===== src/rtl/timer_module_3ch_pkg.sv =====
// rtl/timer_module_3ch_pkg.sv - register map, CTRL layout and prescaler helper (honours AMBER_TIMER_ONESHOT_EN)
package timer_module_3ch_pkg;

    localparam logic [15:0] AMBER_TM_TIMER0_LOAD  = 16'h0000;
    localparam logic [15:0] AMBER_TM_TIMER0_VALUE = 16'h0004;
    localparam logic [15:0] AMBER_TM_TIMER0_CTRL  = 16'h0008;
    localparam logic [15:0] AMBER_TM_TIMER0_CLR   = 16'h000C;
    localparam logic [15:0] AMBER_TM_TIMER1_LOAD  = 16'h0100;
    localparam logic [15:0] AMBER_TM_TIMER1_VALUE = 16'h0104;
    localparam logic [15:0] AMBER_TM_TIMER1_CTRL  = 16'h0108;
    localparam logic [15:0] AMBER_TM_TIMER1_CLR   = 16'h010C;
    localparam logic [15:0] AMBER_TM_TIMER2_LOAD  = 16'h0200;
    localparam logic [15:0] AMBER_TM_TIMER2_VALUE = 16'h0204;
    localparam logic [15:0] AMBER_TM_TIMER2_CTRL  = 16'h0208;
    localparam logic [15:0] AMBER_TM_TIMER2_CLR   = 16'h020C;

    localparam logic [31:0] AMBER_TM_UNMAPPED_RD = 32'h66778899;

    localparam int CTRL_ENABLE_BIT   = 7;
    localparam int CTRL_PERIODIC_BIT = 6;
    localparam int CTRL_ONESHOT_BIT  = 5;
    localparam int CTRL_PRESC_LSB    = 2;

`ifdef AMBER_TIMER_ONESHOT_EN
    localparam bit ONESHOT_EN = 1'b1;
`else
    localparam bit ONESHOT_EN = 1'b0;
`endif

    // Only these CTRL bits are stored; everything else reads back as 0.
    localparam logic [7:0] CTRL_WR_MASK = 8'((1 << CTRL_ENABLE_BIT) | (1 << CTRL_PERIODIC_BIT)
                                          | (3 << CTRL_PRESC_LSB)
                                          | (ONESHOT_EN ? (1 << CTRL_ONESHOT_BIT) : 0));

    typedef enum logic [1:0] {
        REG_LOAD  = 2'd0,
        REG_VALUE = 2'd1,
        REG_CTRL  = 2'd2,
        REG_CLR   = 2'd3
    } reg_off_e;

    function automatic logic presc_tick(input logic [1:0] sel, input logic [7:0] cnt);
        case (sel)
            2'b00:   return 1'b1;
            2'b01:   return &cnt[3:0];
            default: return &cnt;
        endcase
    endfunction

endpackage


===== src/rtl/timer_module_3ch_channel.sv =====
// rtl/timer_module_3ch_channel.sv - one 16-bit down-counter channel (one-shot via AMBER_TIMER_ONESHOT_EN)
module timer_channel
    import timer_module_3ch_pkg::*;
(
    input  logic        i_clk,
    input  logic        i_rst,
    input  logic        load_wr,
    input  logic        ctrl_wr,
    input  logic        clr_wr,
    input  logic [15:0] wr_dat,
    output logic [15:0] load,
    output logic [15:0] value,
    output logic [7:0]  ctrl,
    output logic        irq
);

    logic [7:0] presc;
    logic       enable;
    logic       periodic;
    logic       oneshot;
    logic       tick;
    logic       zero_tick;

    assign enable   = ctrl[CTRL_ENABLE_BIT];
    assign periodic = ctrl[CTRL_PERIODIC_BIT];
    // Never set when one-shot is not built, because the CTRL mask drops the bit.
    assign oneshot  = ctrl[CTRL_ONESHOT_BIT];

    // A LOAD write swallows any tick landing in the same cycle.
    assign tick      = enable && !load_wr && presc_tick(ctrl[CTRL_PRESC_LSB +: 2], presc);
    assign zero_tick = tick && (value == 16'd0);

    always_ff @(posedge i_clk or posedge i_rst) begin
        if (i_rst) begin
            load  <= 16'd0;
            value <= 16'd0;
            ctrl  <= 8'd0;
            presc <= 8'd0;
            irq   <= 1'b0;
        end else begin
            if (load_wr) begin
                load  <= wr_dat;
                value <= wr_dat;
                presc <= 8'd0;
            end else begin
                if (enable)
                    presc <= presc + 8'd1;
                if (tick) begin
                    if (value != 16'd0)
                        value <= value - 16'd1;
                    else if (!oneshot)
                        value <= periodic ? load : 16'hFFFF;
                end
            end

            if (ctrl_wr)
                ctrl <= wr_dat[7:0] & CTRL_WR_MASK;
            else if (zero_tick && oneshot)
                ctrl[CTRL_ENABLE_BIT] <= 1'b0;

            if (zero_tick)
                irq <= 1'b1;
            else if (clr_wr)
                irq <= 1'b0;
        end
    end

endmodule


===== src/rtl/timer_module_3ch.sv =====
// rtl/timer_module_3ch.sv - three-channel Wishbone timer: bus decode, read mux, channel instances
module timer_module_3ch
    import timer_module_3ch_pkg::*;
#(
    parameter int TIMERS = 3
) (
    input  logic              i_clk,
    input  logic              i_rst,
    input  logic [31:0]       i_wb_adr,
    input  logic [3:0]        i_wb_sel,
    input  logic              i_wb_we,
    input  logic [31:0]       i_wb_dat,
    output logic [31:0]       o_wb_dat,
    input  logic              i_wb_cyc,
    input  logic              i_wb_stb,
    output logic              o_wb_ack,
    output logic              o_wb_err,
    output logic [TIMERS-1:0] o_timer_int
);

    logic        read_d1;
    logic        wr_en;
    logic        rd_start;
    logic        addr_hit;
    logic [1:0]  ch_idx;
    reg_off_e    reg_off;
    logic [31:0] rd_mux;
    logic [15:0] ch_load  [TIMERS];
    logic [15:0] ch_value [TIMERS];
    logic [7:0]  ch_ctrl  [TIMERS];

    logic unused_bus;
    assign unused_bus = &{1'b0, i_wb_sel, i_wb_cyc, i_wb_adr[31:16], i_wb_dat[31:16]};

    assign ch_idx   = i_wb_adr[9:8];
    assign reg_off  = reg_off_e'(i_wb_adr[3:2]);
    assign addr_hit = (i_wb_adr[15:10] == 6'd0) && (i_wb_adr[7:4] == 4'd0)
                   && (i_wb_adr[1:0] == 2'd0) && (int'(ch_idx) < TIMERS);

    // Writes ack combinationally; a pending read ack blocks them for that cycle.
    assign wr_en    = i_wb_stb & i_wb_we & ~read_d1;
    assign rd_start = i_wb_stb & ~i_wb_we & ~o_wb_ack;
    assign o_wb_ack = wr_en | read_d1;
    assign o_wb_err = 1'b0;

    for (genvar g = 0; g < TIMERS; g++) begin : g_ch
        logic sel;
        assign sel = wr_en && addr_hit && (ch_idx == 2'(g));

        timer_channel u_ch (
            .i_clk   (i_clk),
            .i_rst   (i_rst),
            .load_wr (sel && (reg_off == REG_LOAD)),
            .ctrl_wr (sel && (reg_off == REG_CTRL)),
            .clr_wr  (sel && (reg_off == REG_CLR)),
            .wr_dat  (i_wb_dat[15:0]),
            .load    (ch_load[g]),
            .value   (ch_value[g]),
            .ctrl    (ch_ctrl[g]),
            .irq     (o_timer_int[g])
        );
    end

    always_comb begin
        rd_mux = AMBER_TM_UNMAPPED_RD;
        for (int i = 0; i < TIMERS; i++) begin
            if (addr_hit && (ch_idx == 2'(i))) begin
                case (reg_off)
                    REG_LOAD:  rd_mux = {16'd0, ch_load[i]};
                    REG_VALUE: rd_mux = {16'd0, ch_value[i]};
                    REG_CTRL:  rd_mux = {24'd0, ch_ctrl[i]};
                    REG_CLR:   rd_mux = 32'd0;
                endcase
            end
        end
    end

    always_ff @(posedge i_clk or posedge i_rst) begin
        if (i_rst) begin
            read_d1  <= 1'b0;
            o_wb_dat <= 32'd0;
        end else begin
            read_d1 <= rd_start;
            if (rd_start)
                o_wb_dat <= rd_mux;
        end
    end

endmodule


===== config.mk =====
export PLATFORM = sky130hd
export DESIGN_NAME = timer_module_3ch
export DESIGN_NICKNAME = d
export VERILOG_FILES = /design/src/rtl/timer_module_3ch_pkg.sv /design/src/rtl/timer_module_3ch_channel.sv /design/src/rtl/timer_module_3ch.sv
export SDC_FILE = /design/constraint.sdc
export NUM_CORES = 1
export LEC_CHECK = 0
export ABC_AREA = 1
export CAP_MARGIN = 0
export CORE_ASPECT_RATIO = 0.9
export CORE_MARGIN = 10
export CORE_UTILIZATION = 62
export CTS_CLUSTER_SIZE = 30
export DETAILED_ROUTE_END_ITERATION = 8
export GPL_TIMING_DRIVEN = 0
export PLACE_DENSITY = 0.87
export SLEW_MARGIN = 20
export SYNTH_ARGS = -nofsm -noshare
export SYNTH_HDL_FRONTEND = slang
export SYNTH_SLANG_ARGS = --single-unit

===== constraint.sdc =====
create_clock -name i_clk -period 17.2 [get_ports i_clk]
set_clock_uncertainty 0.15 [all_clocks]
set_input_delay 4.3 -clock i_clk [delete_from_list [all_inputs] [get_ports i_clk]]
set_output_delay 4.3 -clock i_clk [all_outputs]
set_load 0.02 [all_outputs]

Word-level counts from Yosys, hierarchy flattened. Cells that the tools add are included.

$add $sub $neg: 6. Order comparisons: 1. Eq/ne operators: 8. Muxes and demuxes: 36. Bitwise logic cells: 8. Reduce and logical (&&, ||, !) cells: 60.

Operators by type and width (count): 32-bit one-hot mux with 4 select lines (3); 16-bit two-way mux (12); 32-bit two-way mux (3); 16-bit logical NOT (3); 8-bit two-way mux (6); 16-bit nonzero test (3); 16-bit by 1-bit subtractor with 16-bit output (second input constant) (3); 1-bit logical AND (28); 8-bit by 1-bit adder with 8-bit output (second input constant) (3); 8-bit AND reduction (3); 2-bit nonzero test (9); 2-bit logical NOT (6); 4-bit AND reduction (3); 2-bit by 1-bit equality test with 1-bit output (second input constant) (5); 1-bit two-way mux (9); 2-bit equality test (second input constant) (3); 6-bit logical NOT (1); 1-bit one-hot mux with 2 select lines (3); 1-bit bitwise AND (4); 4-bit logical NOT (1); 1-bit logical NOT (3); 1-bit NOT (3); 2-bit less-than comparator (second input constant) (1); 1-bit OR (1).

Bits in registers: 168. Input bits: 73. Output and inout port bits: 37. Logic and storage cells: 139.

Depth between registers and ports, before layout. Gate-level depths: netlist of run 1.

Word-level depth: 12. Depth in mapped cells: 12. Mapped depth without buffers: 11.

Cells and area by module. Synthesis of run 1 repeated with hierarchy kept, for this count alone.

Cells, all modules: 1445. Area total of the unflattened synthesis: 10383.7 sq um.

Modules (own cells, without submodules): timer_channel (instances 3, cells each 345, area each 2682.6 sq um, seq. area each 1126.1 sq um); timer_module_3ch (instances 1, cells each 410, area each 2336.0 sq um, seq. area each 450.4 sq um).

Least setup slack after synthesis of run 1. OpenSTA, ideal clock, no wires.

Path kind: input to output. Start: input port i_wb_stb. End: output port o_wb_ack. Arrival: 4.556 ns. Data required time: 12.750 ns. Slack: 8.194 ns. Stages on the path: 2. Path buffers: 0. Cells stage by stage: nand2_1 -> nand2_1.

Longest elaborated chain between the ends: 3.

Ends and longest elaborated chain: from (decl) (line timer_module_3ch.sv:15) `input logic i_wb_stb,`; 1-bit bitwise AND (2 in series) (line timer_module_3ch.sv:41) `assign wr_en = i_wb_stb & i_wb_we & ~read_d1;`; 1-bit OR (line timer_module_3ch.sv:43) `assign o_wb_ack = wr_en | read_d1;`; to (decl) (line timer_module_3ch.sv:16) `output logic o_wb_ack,`.

No other way between the ends.

Worst setup path in the final report of run 1.
Start: input port i_wb_we. End: output port o_wb_ack.

Longest elaborated chain between the ends: 3.

Ends and longest elaborated chain: from (decl) (line timer_module_3ch.sv:11) `input logic i_wb_we,`; 1-bit bitwise AND (2 in series) (line timer_module_3ch.sv:41); 1-bit OR (line timer_module_3ch.sv:43).

No other way between the ends.

==> metrics.yaml, run 1 <==
clock_tree:
  cts_buffers: 17
  cts_tree: "built"
  clk_pin_slew_ns: 0.07
  holdBufCountCts: 0
  cts_max_level: 4
  clk_latency_ns: 0.44
  max-clock-path-buffers: 2
  cts_resized: 0
  clock-sinks: 153
  cts_root_buf: "clkbuf_16"
  cts_setup_buffers: 0
layout:
  fin_nets: 1575
  syn_to_final_growth_pct: 16.6
  drive_above_1_share_pct: 6.37
  n_antenna_cell: 0
detailed_routing:
  ant_nets: 0
  totalWireLength_um: 33300
  drc: 0
  vias: 10300
  drtIter0Drc: 1732
  viasPerCell: 6.03
  avgRoutedWirePerCell_um: 19.5
  firstDrtPassIters: 6
global_route:
  use_met1_pct: 42.5
  use_met3_pct: 8.58
  grt_pass1_wl_um: 51900
  met2_usage_pct: 48.9
  grt_max_degree: 81
  first_global_vias: 9527
  overflow: 0
  antenna_found_initial: 0
  top_usage_layer: "met2"
  grtUsageTotal_pct: 32.2
timing:
  min_period_over_period_pct: 58.6
  fin_setup_tns_ns: 0
  hold_viol_final: 0
  rsz0062_at_grt: "false"
  relSlewSlack_pct: 48.8
  finalSetupViolCount: 0
  holdWs_ns: 0.337
  layout_setup_ws_ns: 7.13
  drv_slew: 0
  max_freq_mhz: 99.3
  worstMarginPinSlew_ns: 0.765
  final.min_clock_period_ns: 10.07
pwr:
  ir_worst_vdd_mv: 0.0854
  power.leakage_nw: 5.64
  p_per_area_nw_per_um2: 76.8
placed_design:
  io_buffers: 65
  pre_cts_ws_ns: 7.14
  routabilityCongestion: 1.03
  hpwl_um: 24200
die:
  floorplan.initialDensity_pct: 62.6
  ios: 110
  die_h_um: 138
  die_x_um: 151
  fp-row-count: 43
  dieArea_um2: 20800
  core_um2: 15300
synth:
  synth-seq-cells: 153
  synth_ff_type: "dfrtp_1"
  synth.distinct_cells: 41
  async_flop_share_pct: 100
  ys_seq_area_share_pct: 40.0
  ys_warn_count: 0
  yosys.cell_count.top_type: "nand2_1"
  synth_edf_count: 0
  netlist_area_um2: 9570
  synth.avg_cell_area_um2: 6.82
  syn_inst: 1402
  synth_top_area_share_pct: 40.0
  synth_commonest_cells: "438 x nand2_1, 168 x nand3_1, 158 x nor2_1"
  yosysTopAreaCell: "dfrtp_1"
  synth_area_leaders: "dfrtp_1 40%, nand2_1 17%, nand3_1 8.8%"
worst_setup_path:
  endpoint_kind: "primary output"
  worstPathRequired_ns: 12.75
  arrival_ns: 5.62
  critical_path_class: "input port to primary output"
  worstPathMaxFanout: 2
  start_kind: "input port"
min_path:
  worstHoldPathType: "flip-flop to flip-flop"
run:
  cap_violations: 0
outcome:
  outcome: "complete, no violations"
-- report_power, final --
group          leakage (nW)  internal [W]   total, W  switching, W
clock                 0.305      0.000234   0.000407      0.000174
combinational          3.44     0.0000311  0.0000827     0.0000516
sequential             1.89      0.000363   0.000367    0.00000414
total                  5.64      0.000628   0.000857      0.000229
-- critical path: stages --
cell and delay [ns]:
clkdlybuf4s50_1 0.51, nand2_1 0.13, nand2_1 0.08, clkdlybuf4s50_1 0.60
-- flip-flops by register name (all words and copies together) (netlist names) --
signal,flops
g_ch.u_ch.irq,3
g_ch.u_ch.ctrl,12
g_ch.u_ch.value,48
g_ch.u_ch.presc,24
read_d1,1
o_wb_dat,17
g_ch.u_ch.load,48
-- metal layers --
metal	up-vias	routed length [um]
met5	-	0
met4	0	1690
met3	142	4280
met2	726	14500
met1	4711	12800
li1	4728	-
-- cells in the final DEF (no fill, tap or decap), types with 5 or more instances in the layout --
master           netlist  layout
clkbuf_16              0      17
nand2_1              438     438
inv_6                  0       6
o21ai_0              134     134
ha_1                   9       9
o211ai_1              32      32
clkdlybuf4s50_1        0      65
clkbuf_1              24      24
buf_2                 15      15
nor2_1               158     158
conb_1                 1       7
nor2_4                 6       6
inv_1                134     133
nor3_1                 7       7
nand4_1                9       9
xor2_1                11      11
nand3_1              168     168
o221ai_1               6       6
buf_4                 23      23
a21oi_1               13      13
o22ai_1               22      22
nor3b_1                5       5
dfrtp_1              153     153
-- metrics by stage --
| stage | power (W) | area (um2) | instances | utilization (%) |
|---|---|---|---|---|
| final | 0.000857 | 11200 | 1708 | 73.0 |
| after global routing | 0.000875 | 11200 | 1708 | 73.0 |
| after CTS | 0.000851 | 11200 | 1708 | 73.0 |
| after detailed placement | 0.000454 | 10500 | 1676 | 68.9 |
| after global placement | 0.000452 | 10500 | 1675 | 68.7 |
| after floorplan | 0.000415 | 9590 | 1408 | - |
-- area by class of cell --
cell class | instances | area, um2
well taps | 202 | 253
multi-input cells | 1048 | 4860
repair buffers | 66 | 678
clock inverters | 15 | 204
flip-flops and latches | 153 | 3830
inverters | 141 | 542
plain buffers | 66 | 368
clock buffers | 17 | 425
fillers | 1252 | 4120
-- worst paths after layout --
check                                       from               endpoint  slack, ns  depth (start not counted)
max in group asynchronous                  i_rst  g_ch[2].u_ch.load[14]      11.93                          3
min reg2reg                         o_wb_dat[10]           o_wb_dat[10]       0.34                          2
min in group asynchronous                  i_rst  g_ch[0].u_ch.presc[4]       4.17                          2
max                                      i_wb_we               o_wb_ack       7.13                          4
max reg2reg                g_ch[0].u_ch.presc[0]  g_ch[0].u_ch.value[4]      14.43                         10
min                                 o_wb_dat[10]           o_wb_dat[10]       0.34                          2
-- cells by family (layout without fill, tap and decap cells) --
logic type	after synthesis	in the layout	synth area share, %
and+or+nand+nor	803	803	35.2
AOI/OAI and AO/OA	215	215	12.8
buffers and inverters	207	305	9.43
DFF	153	153	40.0
xor gates and xnor gates	14	14	1.28
adders and majority gates	9	9	1.18
other	1	7	0.0392
No activity file was read; power rests on OpenSTA's default activity.
==> inputs of run 2 (changes only) <==
--- a/config.mk
+++ b/config.mk
@@ -9,11 +9,11 @@
 export CAP_MARGIN = 0
 export CORE_ASPECT_RATIO = 0.9
 export CORE_MARGIN = 10
-export CORE_UTILIZATION = 62
+export CORE_UTILIZATION = 52
 export CTS_CLUSTER_SIZE = 30
 export DETAILED_ROUTE_END_ITERATION = 8
 export GPL_TIMING_DRIVEN = 0
-export PLACE_DENSITY = 0.87
+export PLACE_DENSITY = 0.78
 export SLEW_MARGIN = 20
 export SYNTH_ARGS = -nofsm -noshare
 export SYNTH_HDL_FRONTEND = slang
==> constraint.sdc (replaced) <==
create_clock -name i_clk -period 9.2 [get_ports i_clk]
set_clock_uncertainty 0.15 [all_clocks]
set_input_delay 2.3 -clock i_clk [delete_from_list [all_inputs] [get_ports i_clk]]
set_output_delay 2.3 -clock i_clk [all_outputs]
set_load 0.02 [all_outputs]
==> metrics.yaml, run 2 (synthesis results as in run 1) <==
outcome:
  outcome: "complete, no violations"
detailed_routing:
  viasPerCell: 5.81
  ant_nets: 0
  avgRoutedWirePerCell_um: 19.3
  drtIter0Drc: 1160
  vias: 10100
  drc: 0
  firstDrtPassIters: 6
  totalWireLength_um: 33600
worst_setup_path:
  critical_path_class: "input port to primary output"
  endpoint_kind: "primary output"
  worstPathRequired_ns: 6.75
  worstPathMaxFanout: 2
  r2r_slack_ns: 6.72
  start_kind: "input port"
  slowest_delay_ns: 0.60
  arrival_ns: 3.58
  worstPathCellList: "clkdlybuf4s50_1 -> nand2_1 -> nand2_1 -> clkdlybuf4s50_1"
  cp_slowest_cell: "clkdlybuf4s50_1"
clock_tree:
  cts_tree: "built"
  cts_buffers: 17
  cts_root_buf: "clkbuf_16"
  cts_resized: 0
  max-clock-path-buffers: 2
  holdBufCountCts: 0
  clk_pin_slew_ns: 0.07
  clk_latency_ns: 0.45
  cts_setup_buffers: 0
  cts_max_level: 4
  clock-sinks: 153
pwr:
  power_w: 0.00156
  p_per_area_nw_per_um2: 140
  p_seq_share_pct: 44.0
  switching_share_pct: 28.0
  p_sw_w: 0.000436
  power.internal_w: 0.00112
  clkPwrFrac_pct: 46.1
  power.leakage_nw: 5.62
  ir_worst_vdd_mv: 0.136
  p_comb_share_pct: 9.9
die:
  die_h_um: 149
  dieArea_um2: 24200
  fp-row-count: 46
  core_um2: 17800
  floorplan.initialDensity_pct: 53.6
  ios: 110
  die_x_um: 163
timing:
  drv_slew: 0
  finalSetupViolCount: 0
  hold_viol_final: 0
  worstMarginPinSlew_ns: 0.771
  rsz0062_at_grt: "false"
  layout_setup_ws_ns: 3.17
  max_freq_mhz: 166
  relSlewSlack_pct: 48.6
  final.min_clock_period_ns: 6.03
  min_period_over_period_pct: 65.6
  fin_setup_tns_ns: 0
layout:
  final_common_cell: "nand2_1"
  n_antenna_cell: 0
  reg_top3: "g_ch.u_ch.load: 48 flops, g_ch.u_ch.value: 48 flops, g_ch.u_ch.presc: 24 flops"
  fill_cells: 1687
  final_cell_mix: "438 x nand2_1, 168 x nand3_1, 158 x nor2_1, 153 x dfrtp_1, 134 x o21ai_0"
  drive_above_1_share_pct: 6.31
  fin_nets: 1575
  finalNonFillerCells: 1746
  syn_to_final_growth_pct: 16.6
global_route:
  grtUsageTotal_pct: 27.9
  first_global_vias: 9506
  grt_max_degree: 103
  antenna_found_initial: 0
  grt_pass1_wl_um: 52800
  overflow: 0
placed_design:
  hpwl_um: 24900
  routabilityCongestion: 1.02
  dp_cells: 1714
  io_buffers: 65
  pre_cts_ws_ns: 3.16
run:
  cap_violations: 0
min_path:
  worstHoldPathType: "flip-flop to flip-flop"
==> run 2: cell types whose count changed in the layout (fill, tap and decap cells not counted) <==
cell,change
clkinv_8,-1
clkbuf_1,+1
bufinv_16,-2
inv_8,+2
inv_6,+2
clkinv_4,-2
==> run 2: path summary, 6_finish.rpt <==
| check | startpoint | cells past startpoint | end |
|---|---|---|---|
| min in group asynchronous | i_rst | 2 | g_ch[0].u_ch.ctrl[2] |
| hold / removal | o_wb_dat[10] | 2 | o_wb_dat[10] |
| max in group asynchronous | i_rst | 3 | g_ch[2].u_ch.load[14] |
| hold reg to reg | o_wb_dat[10] | 2 | o_wb_dat[10] |
| setup / recovery | i_wb_we | 4 | o_wb_ack |
| setup reg to reg | g_ch[0].u_ch.presc[0] | 10 | g_ch[0].u_ch.value[0] |
==> run 2: layout make-up <==
cell class                 count  area, um2  area share [%]
tap                          240        300            2.69
sequential                   153       3830            34.3
buffer                        66        368            3.30
timing repair buffer          66        678            6.08
multi-input combinational   1048       4860            43.6
inverter                     141        542            4.86
clock inverter                14        150            1.35
clock buffer                  18        429            3.85
==> run 2: metal layers <==
layer,track usage [%],vias to the layer above,share of wire [%]
met5,0,-,0
met4,13.6,0,4.2
met3,6.51,89,10
met2,41.7,551,44
met1,37.2,4772,41
li1,-,4727,-
==> run 2: per-stage QoR <==
step / utilization [%] / cell area, um2 / hold WS (ns)
floorplan: - / 9590 / 0.303
CTS: 62.5 / 11200 / 0.335
detailed placement: 59.3 / 10600 / 0.317
global placement: 59.1 / 10500 / 0.312
global route: 62.5 / 11200 / 0.354
finish: 62.5 / 11200 / 0.329
==> run 2: power by group through the flow <==
stage | registers (W) | clock network (W) | logic (W)
after global routing | 0.000685 | 0.000744 | 0.000165
after global placement | 0.000698 | 0 | 0.000149
final | 0.000685 | 0.000719 | 0.000154
after floorplan | 0.000701 | 0 | 0.0000751
after detailed placement | 0.000698 | 0 | 0.000152
after CTS | 0.000685 | 0.000714 | 0.000153
==> run 2: critical path: cells and delay by family <==
kind | cells | cell delay [ns]
buf+inv | 2 | 1.10
simple gates | 2 | 0.19
